--- src/rtl/dpwm_pkg.sv ---
// dpwm_pkg: shared constants for the DPWM frequency path.
// Frequency index width, number of selectable frequencies and the
// index-to-period table (in CLK cycles at 100 MHz).
package dpwm_pkg;

  localparam int unsigned NUM_FREQ    = 8;
  localparam int unsigned FREQ_IDX_W  = 3;
  localparam int unsigned DEFAULT_IDX = 0;
  localparam int unsigned MIN_CNT_W   = 16;

  // 2, 4, 10, 20, 40, 50, 100, 200 kHz
  localparam int unsigned PERIODS [NUM_FREQ] = '{
    50000, 25000, 10000, 5000, 2500, 2000, 1000, 500
  };

endpackage

--- src/rtl/dpwm_period_lut.sv ---
// dpwm_period_lut: combinational frequency index to switching period decode.
module dpwm_period_lut
  import dpwm_pkg::*;
#(
  parameter int unsigned CNT_W = 16
) (
  input  logic [FREQ_IDX_W-1:0] idx,
  output logic [CNT_W-1:0]      period
);

  // Table lookup, truncated to the counter width
  always_comb begin
    period = CNT_W'(PERIODS[idx]);
  end

endmodule

--- src/rtl/dpwm_freq_divider.sv ---
// dpwm_freq_divider: programmable period counter producing the carrier ramp,
// a once-per-period tick and a 50 % square clock. The period is reloaded
// only at the wrap so index changes are glitch-free.
// Optional macro DPWM_DUTY_OUT_EN adds a shadowed duty input and pwm_out.
module dpwm_freq_divider
  import dpwm_pkg::*;
#(
  parameter int unsigned CNT_W    = 16,
  parameter int unsigned TICK_REG = 1
) (
  input  logic                  CLK,
  input  logic                  RESET_N,
  input  logic                  enable,
  input  logic [FREQ_IDX_W-1:0] numero_frec,
`ifdef DPWM_DUTY_OUT_EN
  input  logic [CNT_W-1:0]      duty,
  output logic                  pwm_out,
`endif
  output logic [CNT_W-1:0]      ramp,
  output logic [CNT_W-1:0]      period_act,
  output logic                  tick,
  output logic                  clk_div
);

  if (CNT_W < MIN_CNT_W) begin : g_width_check
    $error("dpwm_freq_divider: CNT_W must be at least 16 to hold the period table");
  end

  logic [CNT_W-1:0] ramp_q, ramp_d;
  logic [CNT_W-1:0] period_q, period_d;
  logic             clk_div_q, clk_div_d;
  logic [CNT_W-1:0] lut_period;
  logic             wrap;

  dpwm_period_lut #(
    .CNT_W (CNT_W)
  ) u_lut (
    .idx    (numero_frec),
    .period (lut_period)
  );

  // Wrap detection, next ramp, period shadow reload and square clock
  always_comb begin
    wrap      = enable && (ramp_q == (period_q - CNT_W'(1)));
    ramp_d    = ramp_q;
    period_d  = period_q;
    clk_div_d = clk_div_q;
    if (enable) begin
      if (wrap) begin
        ramp_d   = '0;
        period_d = lut_period;
      end else begin
        ramp_d = ramp_q + CNT_W'(1);
      end
      clk_div_d = (ramp_d < (period_d >> 1));
    end
  end

  // Counter, period and square-clock registers
  always_ff @(posedge CLK) begin
    if (!RESET_N) begin
      ramp_q    <= '0;
      period_q  <= CNT_W'(PERIODS[DEFAULT_IDX]);
      clk_div_q <= 1'b0;
    end else begin
      ramp_q    <= ramp_d;
      period_q  <= period_d;
      clk_div_q <= clk_div_d;
    end
  end

  assign ramp       = ramp_q;
  assign period_act = period_q;
  assign clk_div    = clk_div_q;

  if (TICK_REG != 0) begin : g_tick_reg
    logic tick_q, tick_d;

    // Tick lands on the ramp==0 cycle following a wrap
    always_comb begin
      tick_d = wrap;
    end

    // Tick register
    always_ff @(posedge CLK) begin
      if (!RESET_N) begin
        tick_q <= 1'b0;
      end else begin
        tick_q <= tick_d;
      end
    end

    // Gated so a hold forces tick low even on the ramp==0 cycle
    assign tick = tick_q & enable;
  end else begin : g_tick_comb
    assign tick = wrap;
  end

`ifdef DPWM_DUTY_OUT_EN
  logic [CNT_W-1:0] duty_q, duty_d;
  logic             pwm_q, pwm_d;

  // Duty shadowed at the wrap; compare uses the value in force for next_ramp
  always_comb begin
    duty_d = duty_q;
    pwm_d  = pwm_q;
    if (wrap) begin
      duty_d = duty;
    end
    if (enable) begin
      pwm_d = (ramp_d < duty_d);
    end
  end

  // Duty shadow and PWM registers
  always_ff @(posedge CLK) begin
    if (!RESET_N) begin
      duty_q <= '0;
      pwm_q  <= 1'b0;
    end else begin
      duty_q <= duty_d;
      pwm_q  <= pwm_d;
    end
  end

  assign pwm_out = pwm_q;
`endif

endmodule

--- config.mk ---
export PLATFORM = sky130hd
export DESIGN_NAME = dpwm_freq_divider
export DESIGN_NICKNAME = d
export VERILOG_FILES = /design/src/rtl/dpwm_pkg.sv /design/src/rtl/dpwm_period_lut.sv /design/src/rtl/dpwm_freq_divider.sv
export SDC_FILE = /design/constraint.sdc
export NUM_CORES = 1
export LEC_CHECK = 0
export BUFFER_PORTS_ARGS = -buffer_cell sky130_fd_sc_hd__buf_2
export CORE_MARGIN = 2
export CORE_UTILIZATION = 50
export CTS_CLUSTER_SIZE = 20
export DETAILED_ROUTE_END_ITERATION = 8
export PLACE_DENSITY_LB_ADDON = 0.2
export SLEW_MARGIN = 20
export SYNTH_ARGS = -nofsm -noshare
export SYNTH_HDL_FRONTEND = slang
export SYNTH_SLANG_ARGS = --single-unit
--- constraint.sdc ---
create_clock -name CLK -period 5.3 [get_ports CLK]
set_input_delay 0.265 -clock CLK [delete_from_list [all_inputs] [get_ports CLK]]
set_output_delay 0.265 -clock CLK [all_outputs]
set_load 0.05 [all_outputs]
Word-level counts from Yosys, hierarchy flattened --
Memories as Yosys holds them, arrays and structs flattened. Cells that the tools add are included. W data, S select, Z words.
Storage, ports and cells: flip-flop bits (word level) 34, bits in read-only memories 256, bits of input ports 6, output and inout port bits 34, logic and storage cells 22, memories 1
Memories:
- (no name shown) | words 8, width 32, rd ports 1, clocked after memory_dff 0, wr ports 0, RTL line dpwm_period_lut.sv:13 | period = CNT_W'(PERIODS[idx]);
Operators by class: add/subtract/negate cells 2, $lt $le $gt $ge 2, eq/ne operators 2, mux-type cells 6, bitwise gates (word level) 2, reductions and logical operators 2
Operators with widths (number):
- $mux W16 | 6
- $add A16 B1 Y16 const B | 1
- $eq A16 B16 Y1 | 1
- $lt A16 B15 Y1 | 1
- $sub A16 B1 Y16 const B | 1
- $ge A4 B4 Y1 const B | 1
- $not A3 Y4 | 1
- $ne A2 B1 Y1 const B | 1
- $reduce_and A2 Y1 | 1
- $and A1 B1 Y1 | 1
- $logic_and A1 B1 Y1 | 1

Depth between registers and ports, before layout --
Gate-level depths: netlist (run 1).
depth in word-level cells 7, gate-level depth with buffers 20, gate-level depth less buffers 15

By module --
Synthesis (run 1) repeated with hierarchy kept, for this count alone.
Unflattened totals: cells, all modules 335, area total of the unflattened synthesis 2750.1 um2
Modules (own cells, without submodules):
- dpwm_freq_divider | times used 1, cells an instance 306, area an instance 2526.2 um2, sequential area each 680.7 um2
- dpwm_period_lut | times used 1, cells an instance 29, area an instance 224.0 um2, sequential area each 0.0 um2

Worst setup path before layout (run 1) --
No wires, ideal clock.
kind register to register, from reg period_q[1], in the netlist period_act[1], to reg clk_div_q, in the netlist clk_div, setup time 0.060 ns, arrival 4.037 ns, required time 5.240 ns, setup slack 1.203 ns, stages on the path, launching flop included 21, buffers on the path 5, period minus slack after synthesis 4.097 ns, cells stage by stage dfxtp_1 buf_2 inv_1 ha_1 clkbuf_1 or3b_1 a211oi_1 nor3_1 nor4_1 and4_1 buf_6 buf_4 buf_4 nor2_1 ha_1 a21oi_1 nor2b_1 o21ai_0 nand2_1 nor4_1 o221a_1
Between the ends: word-level cells in the longest chain between the ends 6, elaborated cells on any way between the ends 8, classes of those cells add/sub: 1; order compare: 1; eq/ne: 1; mux: 4; reduce/logical: 1
RTL lines:
- from (decl) | RTL line dpwm_freq_divider.sv:30 | logic [CNT_W-1:0] period_q, period_d;
- from (signal assigned) | RTL line dpwm_freq_divider.sv:63 | period_q <= CNT_W'(PERIODS[DEFAULT_IDX]);
- from (signal assigned) | RTL line dpwm_freq_divider.sv:67 | period_q <= period_d;
- $sub A16 B1 Y16 | RTL line dpwm_freq_divider.sv:44 | wrap = enable && (ramp_q == (period_q - CNT_W'(1)));
- $eq A16 B16 Y1 | RTL line dpwm_freq_divider.sv:44
- $logic_and A1 B1 Y1 | RTL line dpwm_freq_divider.sv:44
- $mux W16 | RTL line dpwm_freq_divider.sv:49 | if (wrap) begin
- $mux W16 | RTL line dpwm_freq_divider.sv:48 | if (enable) begin
- $lt A16 B15 Y1 * | RTL line dpwm_freq_divider.sv:55 | clk_div_d = (ramp_d < (period_d >> 1));
- to (signal assigned) | RTL line dpwm_freq_divider.sv:68 | clk_div_q <= clk_div_d;
- to (decl) | RTL line dpwm_freq_divider.sv:31 | logic clk_div_q, clk_div_d;
Every way passes the cells marked *; elsewhere a longest branch is shown, timed or not. The select of a mux whose other input is x is not followed. A chain may end at the register's enable or synchronous reset.

Final worst setup path (run 1) --
Same ends and word-level chain as after synthesis.

==> results.toml, run 1 <==
[status]
outcome = "completed"

[floorplanning]
floorplan.initialDensity_pct = 52.3
fp.dieArea_um2 = 5980
chipWidth_um = 77.4
core_um2 = 5140
boundaryPins = 40
die_height_um = 77.4
floorplan.rows = 26

[drt]
detailroute.via_count = 2375
detailedRoute.firstPassIterationCount = 4
postRouteWirelength_um = 6450
wire_per_inst_um = 15.0
drt_drc_violations_left = 0
final_antenna_net_count = 0
vias_per_cell = 5.54
initialDrtViolationCount = 190

[placement]
routabilityCongestion = 0.894
place.port_buffers = 38
dp_hpwl_um = 5000

[logic_synthesis]
synthDistinctLibCells = 49
post_synth_main_area_contributors = "sky130_fd_sc_hd__dfxtp_1 25%, sky130_fd_sc_hd__ha_1 10%, sky130_fd_sc_hd__xor2_1 7.2%"
synth-seq-area-share_pct = 24.6
syn_nets = 364
number_of_enable_type_register_cells_in_the_synthesized_netlist = 0
ys.flop_type = "sky130_fd_sc_hd__dfxtp_1"
post_synth_most_frequent_cells = "39 x sky130_fd_sc_hd__nor2_1, 33 x sky130_fd_sc_hd__dfxtp_1, 29 x sky130_fd_sc_hd__nand2_1"
synthDominantCellAreaShare_pct = 24.6
synth.yosys.warnings = 0
syn_inst = 336
synth_seq_cells = 33
synth_top_cell_by_area = "sky130_fd_sc_hd__dfxtp_1"
syn-cell-area_um2 = 2690
postSynthAreaPerCell_um2 = 8.01
synth.most_common_cell = "sky130_fd_sc_hd__nor2_1"
postSynth.asyncResetShare_pct = 0

[global_route]
number_of_antenna_violations_at_the_first_check_in_global_routing = 0
overall_overflow_remaining_after_global_route = 0
grt_pass1_vias = 2161
grt_first_pass_wirelength_um = 10700
grt_start_max_net_pins = 29
grt_util_all_layers_pct = 22.5

[sta]
rsz0062_at_grt = "no"
min_period_ns = 4.48
worst_margin_slew_ns = 0.710
hold_viol = 0
setup-tns-final_ns = 0
timing.final.crit_share_pct = 84.6
fmaxAchievable_mhz = 223
relSlewSlack_pct = 52.2
skew_ns = 0.00520
finalSetupViolCount = 0
slew_viols_final = 0

[setup_path]
biggest_cell_delay_along_the_critical_path_ns = 0.53
timing.critical_path.arrival_ns = 4.70
critPathCaptureType = "flip-flop"
critical_path.slowest_cell = "sky130_fd_sc_hd__dfxtp_1"
timing.critical_path.from_type = "flip-flop"
worstPathCellList = "inv_1 > ha_1 > or3b_1 > a211oi_1 > nor3_1 > nor4_1 > and4_1 > buf_4 > mux2i_1 > ha_1 > a21oi_1 > nor2b_1 > o21ai_0 > nand2_1 > nor4_1 > o221a_1"
crit_type = "flip-flop to flip-flop"
critical-path-top-delay-family = "simple AND/OR/NAND/NOR gates"
critPathMaxFanout = 28
required_ns = 5.52
crit_buf_inv = 2

[final_layout]
syn2layout_area_growth_pct = 8.56
finish.utilization_pct = 56.8
finish.net_count = 386
layout-drive-gt1-share_pct = 14.5
antenna_cells = 0
fill_cells = 520

[pwr]
switching_share_pct = 25.7
clkPwrFrac_pct = 37.7
total_leakage_power_nw = 1.23
ir_worst_vdd_v = 0.000152
p_per_area_nw_per_um2 = 165
cell_internal_pwr_uw = 358
power.combinational.fraction_pct = 9.4
netSwitchingPower_uw = 123
power.sequential.fraction_pct = 52.9
fin_total_pwr_uw = 481

[clock_tree]
post_cts_resize_count = 0
h-tree-depth = 2
cts_inserted_buffers = 5
tritoncts = "built"
clock_tree.buffer_depth = 2
clk_latency_ns = 0.28
cts_root_buffer = "sky130_fd_sc_hd__clkbuf_8"
clk_transition_reported_paths_ns = 0.07
post-cts-setup-buffer-count = 0
clock_sinks = 33
postCtsHoldBufs = 0

[worst_hold_path]
hold_class = "input port to flip-flop"

[job]
cap_viol_max_count = 0
final timing paths:
check / startpoint / to / slack, ns / cells after the start
worst max register to register: period_act[1] / clk_div / 0.82 / 16
worst min-delay path: RESET_N / period_act[4] / 0.35 / 2
worst max-delay path: period_act[1] / clk_div / 0.82 / 16
worst min register to register: ramp[10] / ramp[10] / 0.60 / 2
power by group through the flow:
| stage | logic, mW | clock network (mW) | registers, mW |
|---|---|---|---|
| 6_report | 0.0450 | 0.182 | 0.254 |
| 5_1_grt | 0.0506 | 0.198 | 0.255 |
| 4_1_cts | 0.0455 | 0.187 | 0.254 |
| 3_5_place_dp | 0.0450 | 0 | 0.260 |
| 3_3_place_gp | 0.0446 | 0 | 0.260 |
| 2_1_floorplan | 0.0261 | 0 | 0.266 |
metrics by stage:
step	hold WS, ns	instances	instance area (µm²)	worst slack, ns
finish	0.352	429	2920	0.816
global route	0.358	429	2920	0.463
CTS	0.341	429	2920	0.951
detailed placement	0.586	421	2840	0.979
global placement	0.555	421	2840	1.12
floorplan	0.475	336	2690	1.20
flip-flops by register name (all words and copies together) (netlist names):
register and flops:
g_tick_reg.tick_q 1, clk_div 1, ramp 16, period_act 15
cell families after synthesis:
| group | synth area share (%) |
|---|---|
| xor gates and xnor gates | 14.2 |
| other | 0.139 |
| muxes | 6.42 |
| adders and majority gates | 10.2 |
| and+or+nand+nor | 28.3 |
| buffers and inverters | 6.28 |
| AOI/OAI and AO/OA | 9.86 |
| DFF | 24.6 |
routing by layer:
metal,vias up,global-route usage (%),routed length [µm]
li1,1193,-,-
met1,1112,32.5,3160
met2,63,35.7,2930
met3,7,2.44,289
met4,0,5.71,78
met5,-,0,0
cell usage in the layout (no fill, tap or decap), types with 11 or more instances in the layout:
cell type and instances:
sky130_fd_sc_hd__nand3_1 11, sky130_fd_sc_hd__nor2b_1 16, sky130_fd_sc_hd__nor2_1 39, sky130_fd_sc_hd__buf_2 38, sky130_fd_sc_hd__nand2_1 29, sky130_fd_sc_hd__xor2_1 22, sky130_fd_sc_hd__o21ai_0 11, sky130_fd_sc_hd__dfxtp_1 33
sky130_fd_sc_hd__xnor2_1 19, sky130_fd_sc_hd__ha_1 22, sky130_fd_sc_hd__mux2i_1 15
area by class of cell:
| cell class | instances | area [µm²] | share of cell area, % |
|---|---|---|---|
| inverter | 9 | 33.8 | 1.16 |
| sequential | 33 | 661 | 22.6 |
| tap | 70 | 87.6 | 3.00 |
| clock buffer | 8 | 80.1 | 2.74 |
| multi-input combinational | 270 | 1860 | 63.7 |
| timing repair buffer | 39 | 198 | 6.77 |
Power figures use the tool's default switching activity.
==> run 2, diff against run 1 <==
clock period = 3.9 ns   (was 5.3 ns; I/O delays follow)
==> run 2 against run 1 <==
Count of clock-buffer cells in the layout shrank 1. First-iteration DRC count shrank 3.2%. Final area grew 3.4%. Wire length grew 1.3%. Register-to-register slack lost 0.49 ns. Cell count grew 1.6%. Total power grew 39%. Sequential share of layout area shrank 0.58 points. Hold slack lost 0.061 ns. Combinational power grew 36%. Via count grew 1.6%. Maximum frequency grew 25%. Critical endpoint unchanged. Largest power group unchanged.
==> results.toml, run 2 (synthesis results as in run 1) <==
[status]
outcome = "completed"

[setup_path]
critical-path-top-delay-family = "simple AND/OR/NAND/NOR gates"
worst-path-stages = 17
biggest_cell_delay_along_the_critical_path_ns = 0.40
critPathCaptureType = "flip-flop"
worstPathCellList = "inv_1 > ha_1 > or3b_1 > a211oi_1 > nor3_1 > nor4_4 > and4_1 > buf_4 > buf_4 > nor2_1 > ha_1 > a21oi_1 > nor2b_1 > o21ai_0 > nand2_1 > nor4_2 > o221a_1"
critical_path.slowest_cell = "sky130_fd_sc_hd__dfxtp_4"
crit_type = "flip-flop to flip-flop"
critPathMaxFanout = 13
r2r.worst_path.cells = 17
timing.critical_path.from_type = "flip-flop"
required_ns = 4.14
timing.critical_path.arrival_ns = 3.81
crit_buf_inv = 3

[floorplanning]
die_height_um = 77.4
fp.dieArea_um2 = 5980
boundaryPins = 40
floorplan.rows = 26
floorplan.initialDensity_pct = 52.3
chipWidth_um = 77.4
core_um2 = 5140

[final_layout]
fill_cells = 523
mostFrequentLayoutCell = "sky130_fd_sc_hd__nor2_1"
antenna_cells = 0
finish.utilization_pct = 58.8
finish.net_count = 394
multi_input_gate_area_um2 = 1890
register_area_um2 = 666
finish.cell_count_without_fillers = 436
syn2layout_area_growth_pct = 12.3
most-common-layout-cells = "39 x sky130_fd_sc_hd__nor2_1, 38 x sky130_fd_sc_hd__buf_2, 31 x sky130_fd_sc_hd__dfxtp_1, 29 x sky130_fd_sc_hd__nand2_1"
largest_register_ffs = 16
layout-drive-gt1-share_pct = 18.0

[sta]
setup_slack_ns = 0.326
slew_viols_final = 0
relSlewSlack_pct = 54.3
rsz0062_at_grt = "no"
finalSetupViolCount = 0
worst_margin_slew_ns = 0.679
skew_ns = 0.00766
fmaxAchievable_mhz = 280
setup-tns-final_ns = 0
hold_viol = 0
timing.final.crit_share_pct = 91.6
min_period_ns = 3.57

[clock_tree]
clk_transition_reported_paths_ns = 0.07
cts_inserted_buffers = 5
postCtsHoldBufs = 0
clock_sinks = 33
tritoncts = "built"
clock_tree.buffer_depth = 2
clk_latency_ns = 0.29
h-tree-depth = 2
cts_root_buffer = "sky130_fd_sc_hd__clkbuf_8"

[worst_hold_path]
hold_class = "input port to flip-flop"
timing.hold.worst_path_depth = 2

[pwr]
p_per_area_nw_per_um2 = 222
fin_total_pwr_uw = 671
ir_worst_vdd_v = 0.000138
total_leakage_power_nw = 1.29

[global_route]
grt_first_pass_wirelength_um = 11200
grt_pass1_vias = 2319
number_of_antenna_violations_at_the_first_check_in_global_routing = 0
overall_overflow_remaining_after_global_route = 0
grt_start_max_net_pins = 25
grt_util_all_layers_pct = 23.3

[drt]
detailroute.via_count = 2414
final_antenna_net_count = 0
initialDrtViolationCount = 184
detailedRoute.firstPassIterationCount = 4
drt_drc_violations_left = 0
wire_per_inst_um = 15.0
postRouteWirelength_um = 6530
vias_per_cell = 5.54

[placement]
place.port_buffers = 38
numPlacedInstances = 429
routabilityCongestion = 0.907
dp_hpwl_um = 5090
dp_worst_setup_slack_ns = 0.207

[job]
cap_viol_max_count = 0
[run 2: cell count changes in the layout (fill, tap and decap cells not counted), sizes merged]
cell,change
buf,+8
clkbuf,-1
[run 2: layout make-up]
class                      count  share of cell area [%]
inverter                       9                    1.12
timing repair buffer          47                    8.53
sequential                    33                    22.0
multi-input combinational    270                    62.6
clock buffer                   7                    2.86
tap                           70                    2.90
[run 2: routing by layer]
metal | vias to the layer above | part of all wire (%) | global-route usage (%)
met1 | 1120 | 48 | 32.4
met2 | 68 | 45 | 35.3
met5 | - | 0 | 0
li1 | 1216 | - | -
met3 | 10 | 6.0 | 4.53
met4 | 0 | 1.3 | 9.82
[run 2: what timing repair did]
item	in CTS	in global routing
endpoints found under the setup margin	0	1
resized for setup	0	4
setup buffers	0	0
endpoints found under the hold margin	0	0
[run 2: final timing paths]
check	start	end	slack [ns]
setup / recovery	period_act[1]	clk_div	0.33
hold / removal	RESET_N	period_act[9]	0.29
setup reg to reg	period_act[1]	clk_div	0.33
hold reg to reg	period_act[1]	period_act[1]	0.53
[run 2: where the power goes]
group / internal, mW / switching, mW / total (mW)
sequential: 0.339 / 0.00597 / 0.345
clock: 0.140 / 0.124 / 0.264
combinational: 0.0197 / 0.0413 / 0.0610
total: 0.499 / 0.172 / 0.671
[run 2: per-stage QoR]
stage / hold slack (ns) / area (µm²)
2_1_floorplan: 0.405 / 2700
3_3_place_gp: 0.515 / 2910
3_5_place_dp: 0.527 / 2910
4_1_cts: 0.271 / 2990
5_1_grt: 0.320 / 3020
6_report: 0.291 / 3020
